## config.mk

```make
export PLATFORM = sky130hd
export DESIGN_NAME = aes_mode_engine
export DESIGN_NICKNAME = d
export VERILOG_FILES = /design/src/rtl/aes_mode_engine.sv
export SDC_FILE = /design/constraint.sdc
export NUM_CORES = 2
export LEC_CHECK = 0
export CAP_MARGIN = 20
export CORE_AREA = 2 2 456 458
export DETAILED_ROUTE_END_ITERATION = 8
export DIE_AREA = 0 0 458 460
export MAX_ROUTING_LAYER = met4
export SYNTH_ARGS = -nofsm -noshare
export SYNTH_HDL_FRONTEND = slang
export SYNTH_SLANG_ARGS = --single-unit
```

## constraint.sdc

```tcl
create_clock -name clk_i -period 2.8 [get_ports clk_i]
set_input_delay 0.56 -clock clk_i [delete_from_list [all_inputs] [get_ports clk_i]]
set_output_delay 0.56 -clock clk_i [all_outputs]
set_load 0.01 [all_outputs]
```

## src/rtl/aes_mode_engine.sv

```systemverilog
// Block-mode sequencer (ECB/CBC/CTR) in front of a single-block AES core wrapper.
// Latches a configuration, runs the decryption key-schedule pass when needed, then streams one block at a time.
`timescale 1ns/1ps
module aes_mode_engine #(
  parameter int KEY_W = 256,
  parameter int CTR_W = 32
) (
  input  logic               clk_i,
  input  logic               rst_i,
  input  logic               cfg_valid_i,
  output logic               cfg_ready_o,
  input  logic [1:0]         mode_i,
  input  logic               dec_i,
  input  logic [KEY_W-1:0]   key_i,
  input  logic [127:0]       iv_i,
  input  logic               clear_i,
  input  logic               in_valid_i,
  output logic               in_ready_o,
  input  logic [127:0]       in_data_i,
  output logic               out_valid_o,
  input  logic               out_ready_i,
  output logic [127:0]       out_data_o,
  output logic               err_o,
  output logic               core_in_valid_o,
  input  logic               core_in_ready_i,
  input  logic               core_out_valid_i,
  output logic               core_out_ready_o,
  output logic [1:0]         core_op_o,
  output logic [2:0]         core_key_len_o,
  output logic               core_crypt_o,
  output logic               core_dec_key_gen_o,
  output logic [255:0]       core_key_o,
  output logic [127:0]       core_state_o,
  input  logic [127:0]       core_state_i
);

  // Handshakes: a transfer happens on a rising clk_i edge where valid and ready are both high;
  // a valid, once raised, is held with stable payload until that transfer.

  typedef enum logic [2:0] {
    S_IDLE,
    S_DKEY_REQ,
    S_DKEY_WAIT,
    S_READY,
    S_REQ,
    S_WAIT,
    S_OUT
  } state_e;

  localparam logic [1:0] MODE_ECB = 2'd0;
  localparam logic [1:0] MODE_CBC = 2'd1;
  localparam logic [1:0] MODE_CTR = 2'd2;
  localparam logic [1:0] MODE_BAD = 2'd3;

  localparam logic [1:0] OP_FWD = 2'b01;
  localparam logic [1:0] OP_INV = 2'b10;

  localparam logic [2:0] KEY_LEN = (KEY_W == 128) ? 3'b001 :
                                   (KEY_W == 192) ? 3'b010 : 3'b100;

  // For CTR_W = 128 the shift yields zero and the subtraction wraps to all-ones.
  localparam logic [127:0] CTR_MASK = (128'd1 << CTR_W) - 128'd1;

  state_e             state_q, state_d;
  logic [1:0]         mode_q, mode_d;
  logic               dec_q, dec_d;
  logic [KEY_W-1:0]   key_q, key_d;
  logic [127:0]       chain_q, chain_d;
  logic [127:0]       data_q, data_d;
  logic [127:0]       result_q, result_d;
  logic               err_q, err_d;

  logic               use_inv;
  logic [127:0]       ctr_next;
  logic [255:0]       key_ext;

  assign use_inv  = dec_q && (mode_q != MODE_CTR);
  assign ctr_next = (chain_q & ~CTR_MASK) | ((chain_q + 128'd1) & CTR_MASK);

  always_comb begin
    state_d  = state_q;
    mode_d   = mode_q;
    dec_d    = dec_q;
    key_d    = key_q;
    chain_d  = chain_q;
    data_d   = data_q;
    result_d = result_q;
    err_d    = err_q;
    if (clear_i) begin
      state_d  = S_IDLE;
      mode_d   = MODE_ECB;
      dec_d    = 1'b0;
      key_d    = '0;
      chain_d  = '0;
      data_d   = '0;
      result_d = '0;
      err_d    = 1'b0;
    end else begin
      case (state_q)
        S_IDLE: begin
          if (cfg_valid_i) begin
            if (mode_i == MODE_BAD) begin
              err_d = 1'b1;
            end else begin
              err_d   = 1'b0;
              mode_d  = mode_i;
              dec_d   = dec_i;
              key_d   = key_i;
              chain_d = iv_i;
              state_d = (dec_i && (mode_i != MODE_CTR)) ? S_DKEY_REQ : S_READY;
            end
          end
        end
        S_DKEY_REQ: if (core_in_ready_i) state_d = S_DKEY_WAIT;
        S_DKEY_WAIT: if (core_out_valid_i) state_d = S_READY;
        S_READY: begin
          if (in_valid_i) begin
            data_d  = in_data_i;
            state_d = S_REQ;
          end
        end
        S_REQ: if (core_in_ready_i) state_d = S_WAIT;
        S_WAIT: begin
          if (core_out_valid_i) begin
            state_d = S_OUT;
            case (mode_q)
              MODE_CBC: begin
                if (dec_q) begin
                  result_d = core_state_i ^ chain_q;
                  chain_d  = data_q;
                end else begin
                  result_d = core_state_i;
                  chain_d  = core_state_i;
                end
              end
              MODE_CTR: begin
                result_d = core_state_i ^ data_q;
                chain_d  = ctr_next;
              end
              default: result_d = core_state_i;
            endcase
          end
        end
        S_OUT: if (out_ready_i) state_d = S_READY;
        default: state_d = S_IDLE;
      endcase
    end
  end

  always_ff @(posedge clk_i) begin
    if (rst_i) begin
      state_q  <= S_IDLE;
      mode_q   <= MODE_ECB;
      dec_q    <= 1'b0;
      key_q    <= '0;
      chain_q  <= '0;
      data_q   <= '0;
      result_q <= '0;
      err_q    <= 1'b0;
    end else begin
      state_q  <= state_d;
      mode_q   <= mode_d;
      dec_q    <= dec_d;
      key_q    <= key_d;
      chain_q  <= chain_d;
      data_q   <= data_d;
      result_q <= result_d;
      err_q    <= err_d;
    end
  end

  always_comb begin
    key_ext              = '0;
    key_ext[KEY_W-1:0]   = key_q;
  end

  assign cfg_ready_o        = (state_q == S_IDLE);
  assign in_ready_o         = (state_q == S_READY);
  assign out_valid_o        = (state_q == S_OUT);
  assign out_data_o         = result_q;
  assign err_o              = err_q;
  assign core_in_valid_o    = (state_q == S_REQ) || (state_q == S_DKEY_REQ);
  assign core_out_ready_o   = (state_q == S_WAIT) || (state_q == S_DKEY_WAIT);
  assign core_crypt_o       = (state_q == S_REQ) || (state_q == S_WAIT);
  assign core_dec_key_gen_o = (state_q == S_DKEY_REQ) || (state_q == S_DKEY_WAIT);
  assign core_key_len_o     = KEY_LEN;
  assign core_key_o         = key_ext;

  // Key-generation pass always feeds an all-zero block; data passes pick their input per mode.
  always_comb begin
    core_op_o    = 2'b00;
    core_state_o = '0;
    case (state_q)
      S_DKEY_REQ, S_DKEY_WAIT: core_op_o = OP_INV;
      S_REQ, S_WAIT:           core_op_o = use_inv ? OP_INV : OP_FWD;
      default:                 core_op_o = 2'b00;
    endcase
    if (state_q == S_REQ) begin
      case (mode_q)
        MODE_CBC: core_state_o = dec_q ? data_q : (data_q ^ chain_q);
        MODE_CTR: core_state_o = chain_q;
        default:  core_state_o = data_q;
      endcase
    end
  end

endmodule

```

* Word level (Yosys, flattened, before mapping)
Cells that the tools add are included.
Word-level totals: flip-flop bits (word level) 647, output and inout port bits 525, logic and storage cells 75
Operators by class: $add $sub $neg 1, equality and inequality tests 20, muxes and demuxes 24, bitwise logic cells 5, reduce and logical (&&, ||, !) cells 17
Operator list (number):
- $pmux 128 s2 | 4
- $mux 128 | 7
- $xor 128x128->128 | 3
- $or 128x32->128 | 1
- $add 32x1->32 const B | 1
- $mux 3 | 8
- $pmux 3 s7 | 1
- $ne 2x2->1 const B | 9
- $eq 3x3->1 const B | 3
- $reduce_and 8->1 | 1
- $eq 3x2->1 const B | 2
- $reduce_and 2->1 | 3
- $reduce_or 2->1 | 3
- $reduce_and 5->1 | 1
- $eq 2x2->1 const B | 2
- $logic_or 1x1->1 | 4
- $mux 2 | 2
- $pmux 2 s2 | 1
- $eq 3x1->1 const B | 1
- $logic_not 3->1 | 1
- $ne 3x1->1 const B | 1
- $reduce_and 3->1 | 1
- $eq 2x1->1 const B | 1
- $logic_and 1x1->1 | 2
- 4 further kinds | 4

* Depth between registers and ports, before layout
depth after elaboration 6, gate-level depth with buffers 10

* Least setup slack after synthesis
Ideal clock, no wire load.
path type reg-to-output, from register mode_q[0], to output core_state_o[120], data arrival time 2127 ps, data required time 2240 ps, slack 113 ps, stages on the path, launching flop included 10, cell sequence dfxtp_1 inv_1 ha_1 clkbuf_1 clkbuf_1 clkbuf_1 clkbuf_1 clkbuf_1 o21ai_0 a21oi_1
Between the ends: longest elaborated chain between the ends 3, elaborated cells on any way between the ends 4, classes of those cells eq/ne (2); mux (2)
RTL lines:
- start: declaration | RTL line 65 | logic [1:0] mode_q, mode_d;
- start signal: assignment | RTL line 162 | mode_q <= mode_d;
- $eq 2x2->1 or $eq 2x1->1 (tied branches) | RTL line 199 | case (mode_q)
- $pmux 128 s2 (*) | RTL line 199
- $mux 128 (*) | RTL line 198 | if (state_q == S_REQ) begin
- end: declaration | RTL line 33 | output logic [127:0] core_state_o,
Mark *: on every way between the ends. The rest lies on a longest branch, timed or not.

* Worst setup path after layout
from register mode_q[1], to output core_state_o[41]
The elaborated chain is that of the path after synthesis.

==> impl_results.md <==
* Status: finished with violations
* Failing checks: negative setup slack
* Dpl cell area at 52,400 sq um
* Area growth from synthesis to layout at 69.4%
* Min Tclk post-route at 3200 ps
* Final Instance Area at 59,700 sq um
* Slowest stage delay, CP at 330 ps
* Post-synth top cells: nand2_1, dfxtp_1, a21oi_1, clkbuf_1, nor2_1
* Power share of the clock group at 45.7%
* Synth Register Bits at 647
* Worst Hold Path EP: data_q[6]$_SDFFE_PP0P_
* Final hold viol count at 0
* Final Max Slew Viols at 0
* Reg2reg end: chain_q[123]$_SDFFE_PP0P_
* Via-per-instance ratio at 4.91
* Worst reg2reg path depth at 14
* Peak supply drop at 0.426 mV
* Clock transition at path regs at 60 ps
* GRT Util Overall at 22.4%
* R2R setup slack at -40 ps
* Die Y at 460 um
* CP endpoint kind: primary output
* First-pass GRT wire length at 329,000 um
* Logic pwr share at 18.1%
* Sw frac at 28.7%
* Initial antenna violation count at 89
* Ys Warns at 0
* Post-synthesis cell area at 35,200 sq um
* Inserted Clock Buffers at 86
* Final setup fails at 142
* EDFF count, synth at 0
* Post-synth top area share at 36.8%
* Top_reg_cell synth: dfxtp_1
* # port buffers at 1,172
* Synth top area cells: dfxtp_1, nand2_1, a21oi_1
* Maxcap violations at 0
* Fmax at 0.313 GHz
* Setup Skew at 44.1 ps
* Layout cells sized above 1 at 18.2%
* Mean area per synthesized cell at 7.12 sq um
* Antenna-violating nets left at 0
* DPL Wire Length at 181,000 um
* Sequential fraction of the synthesis area at 36.8%
* RSZ-0062 raised after global routing: yes
* PwrDens at 446 nW/um^2
* Deepest clock path buffer count at 3
* Clk sink count at 647
* Critical path class: reg -> out
* Number of global-route vias before repair at 41,300
* HP Class: in -> reg
* Largest net degree at the start of global routing at 107
* Worst Path Max Fanout at 8
* Fill count at 21,900
* Asr flop ratio synth at 0%
* Number of core rows at 167
* Crit path DAT at 2640 ps
* Internal power at 0.0190 W
* Htree depth at 3
* Sequential share of power at 36.3%
* Post-Synthesis Cells at 4,949
* Count leader, synth: nand2_1
* Initial Utilization at 17.1%
* CTS tree: built
* CP cell instances: inv_2 -> ha_4 -> buf_12 -> nand2_8 -> buf_12 -> buf_12 -> buf_16 -> nor2_4 -> o21ai_2 -> a21oi_2 -> buf_2
* Num ports at 1,176
* Worst setup SP type: flip-flop
* Slowest CP cell: dfxtp_2
* DRC viols at 0
* GP Congestion at 0.956
* Reg-to-Reg Start: mode_q[1]$_SDFFE_PP0P_
* NetSw at 0.00765 W
* Crit path required time at 2240 ps
* Nets@finish at 6,895
* Initial DRC count at 4,322
* Hold path start: in_data_i[6]
* Skew-Pair Late Insertion Delay at 730 ps
* GRT overflow at 0
* Hold path cells at 3
* Slew @ Worst Pin at 741 ps
* Final WS setup at -397 ps
* Synth unique cells at 69
* TritonRoute pass-1 iters at 6
* Period utilization at 114%
* Setup Slack @ Placement at -179 ps
* LEAKAGE at 19.4 nW
* Headroom to the max-slew limit at 50.6%
* Total number of vias at 44,500
* Die width at 458 um
* Total core area at 206,000 sq um
* Routed wire length at 247,000 um
* CP most frequent cell: buf_12
* Die area at 211,000 sq um
* CTS root buffer: clkbuf_16
* Wire per inst at 27.2 um
* Yosys top cell by area: dfxtp_1
==> metrics by stage <==
stage	TNS [ps]	hold WS (ps)	util [%]	std cells	power [W]
finish	-31160	376	29.0	9072	0.0266
global route	-50560	319	29.0	9065	0.0275
CTS	-45830	283	27.7	8918	0.0264
detailed placement	-8510	448	25.4	8692	0.0138
global placement	-3850	441	25.4	8692	0.0138
floorplan	0	472	-	4950	0.0113
==> logic make-up (layout without fill, tap and decap cells) <==
family | count (synthesis) | in the layout | synth area share (%)
AND/OR/NAND/NOR | 1887 | 1887 | 23.0
AO/OA/AOI/OAI | 1631 | 1631 | 29.1
flip-flops | 647 | 647 | 36.8
buffers and inverters | 641 | 2003 | 7.12
multiplexers | 122 | 122 | 3.49
XOR/XNOR | 16 | 16 | 0.398
adder cells (fa/ha/maj) | 3 | 3 | 0.107
other | 2 | 59 | 0.0213
==> worst max-delay path: cells and delay by family, from the launching register on <==
kind            cells  cell delay [ps]
simple gates        2              180
flops               1              330
buf+inv             6              900
compound gates      2              330
fa+ha+maj           1              160
==> state kept, by name, summed over array words and instances (netlist names) <==
signal / cells
data_q: 128
core_key_o: 256
mode_q: 2
state_q: 3
dec_q: 1
err_o: 1
chain_q: 128
out_data_o: 128
==> cells in the final DEF, fill, tap and decap left out, drive strengths merged, types with 8 or more instances in the layout <==
cell type,count
a211oi,241
a21boi,130
a21oi,645
a221o,129
a22oi,129
a31oi,19
buf,643
bufinv,11
clkbuf,144
clkdlybuf4s50,1028
clkinv,22
dfxtp,647
diode,56
inv,143
mux2i,115
nand2,938
nand3,16
nand4,9
nor2,388
nor2b,128
nor3,366
nor4,8
o21ai,294
xnor2,8
xor2,8
==> layout make-up <==
cell class	instances	area, sq um	area share (%)
Antenna cell	56	140	0.235
Clock buffer	118	2420	4.06
Clock inverter	41	619	1.04
Inverter	138	536	0.897
Multi-Input combinational cell	3662	21300	35.7
Sequential cell	647	13000	21.7
Tap cell	2704	3380	5.67
Timing Repair Buffer	1706	18300	30.7
==> per-layer routing <==
layer / share of wire (%) / GRT usage [%] / vias up
met5: 0 / - / -
met4: 6.9 / 12.7 / 0
met3: 9.5 / 6.65 / 520
met2: 45 / 34.8 / 2510
met1: 39 / 25.6 / 21400
li1: - / - / 20100
==> timing repair <==
item	CTS	global route
pin swaps	126	143
hold buffers	0	0
gates cloned	20	28
buffers inserted	61	81
gates resized for setup	827	449
endpoints found under the setup margin	135	257
==> power by group through the flow <==
stage	clock network, W	logic, W	registers, W
final	0.0122	0.00481	0.00966
after global routing	0.0127	0.00508	0.00968
after CTS	0.0124	0.00431	0.00965
after detailed placement	0	0.00398	0.00984
after global placement	0	0.00397	0.00983
after floorplan	0	0.00151	0.00981
==> how the worst max path moves through the flow <==
stage	startpoint	to
after floorplan	mode_q[0]$_SDFFE_PP0P_	core_state_o[120]
after global placement	mode_q[0]$_SDFFE_PP0P_	core_state_o[123]
after detailed placement	mode_q[0]$_SDFFE_PP0P_	core_state_o[123]
after CTS	mode_q[1]$_SDFFE_PP0P_	core_state_o[80]
after global routing	mode_q[0]$_SDFFE_PP0P_	core_state_o[82]
final	mode_q[1]$_SDFFE_PP0P_	core_state_o[41]
(Power assumes the default switching activity.)
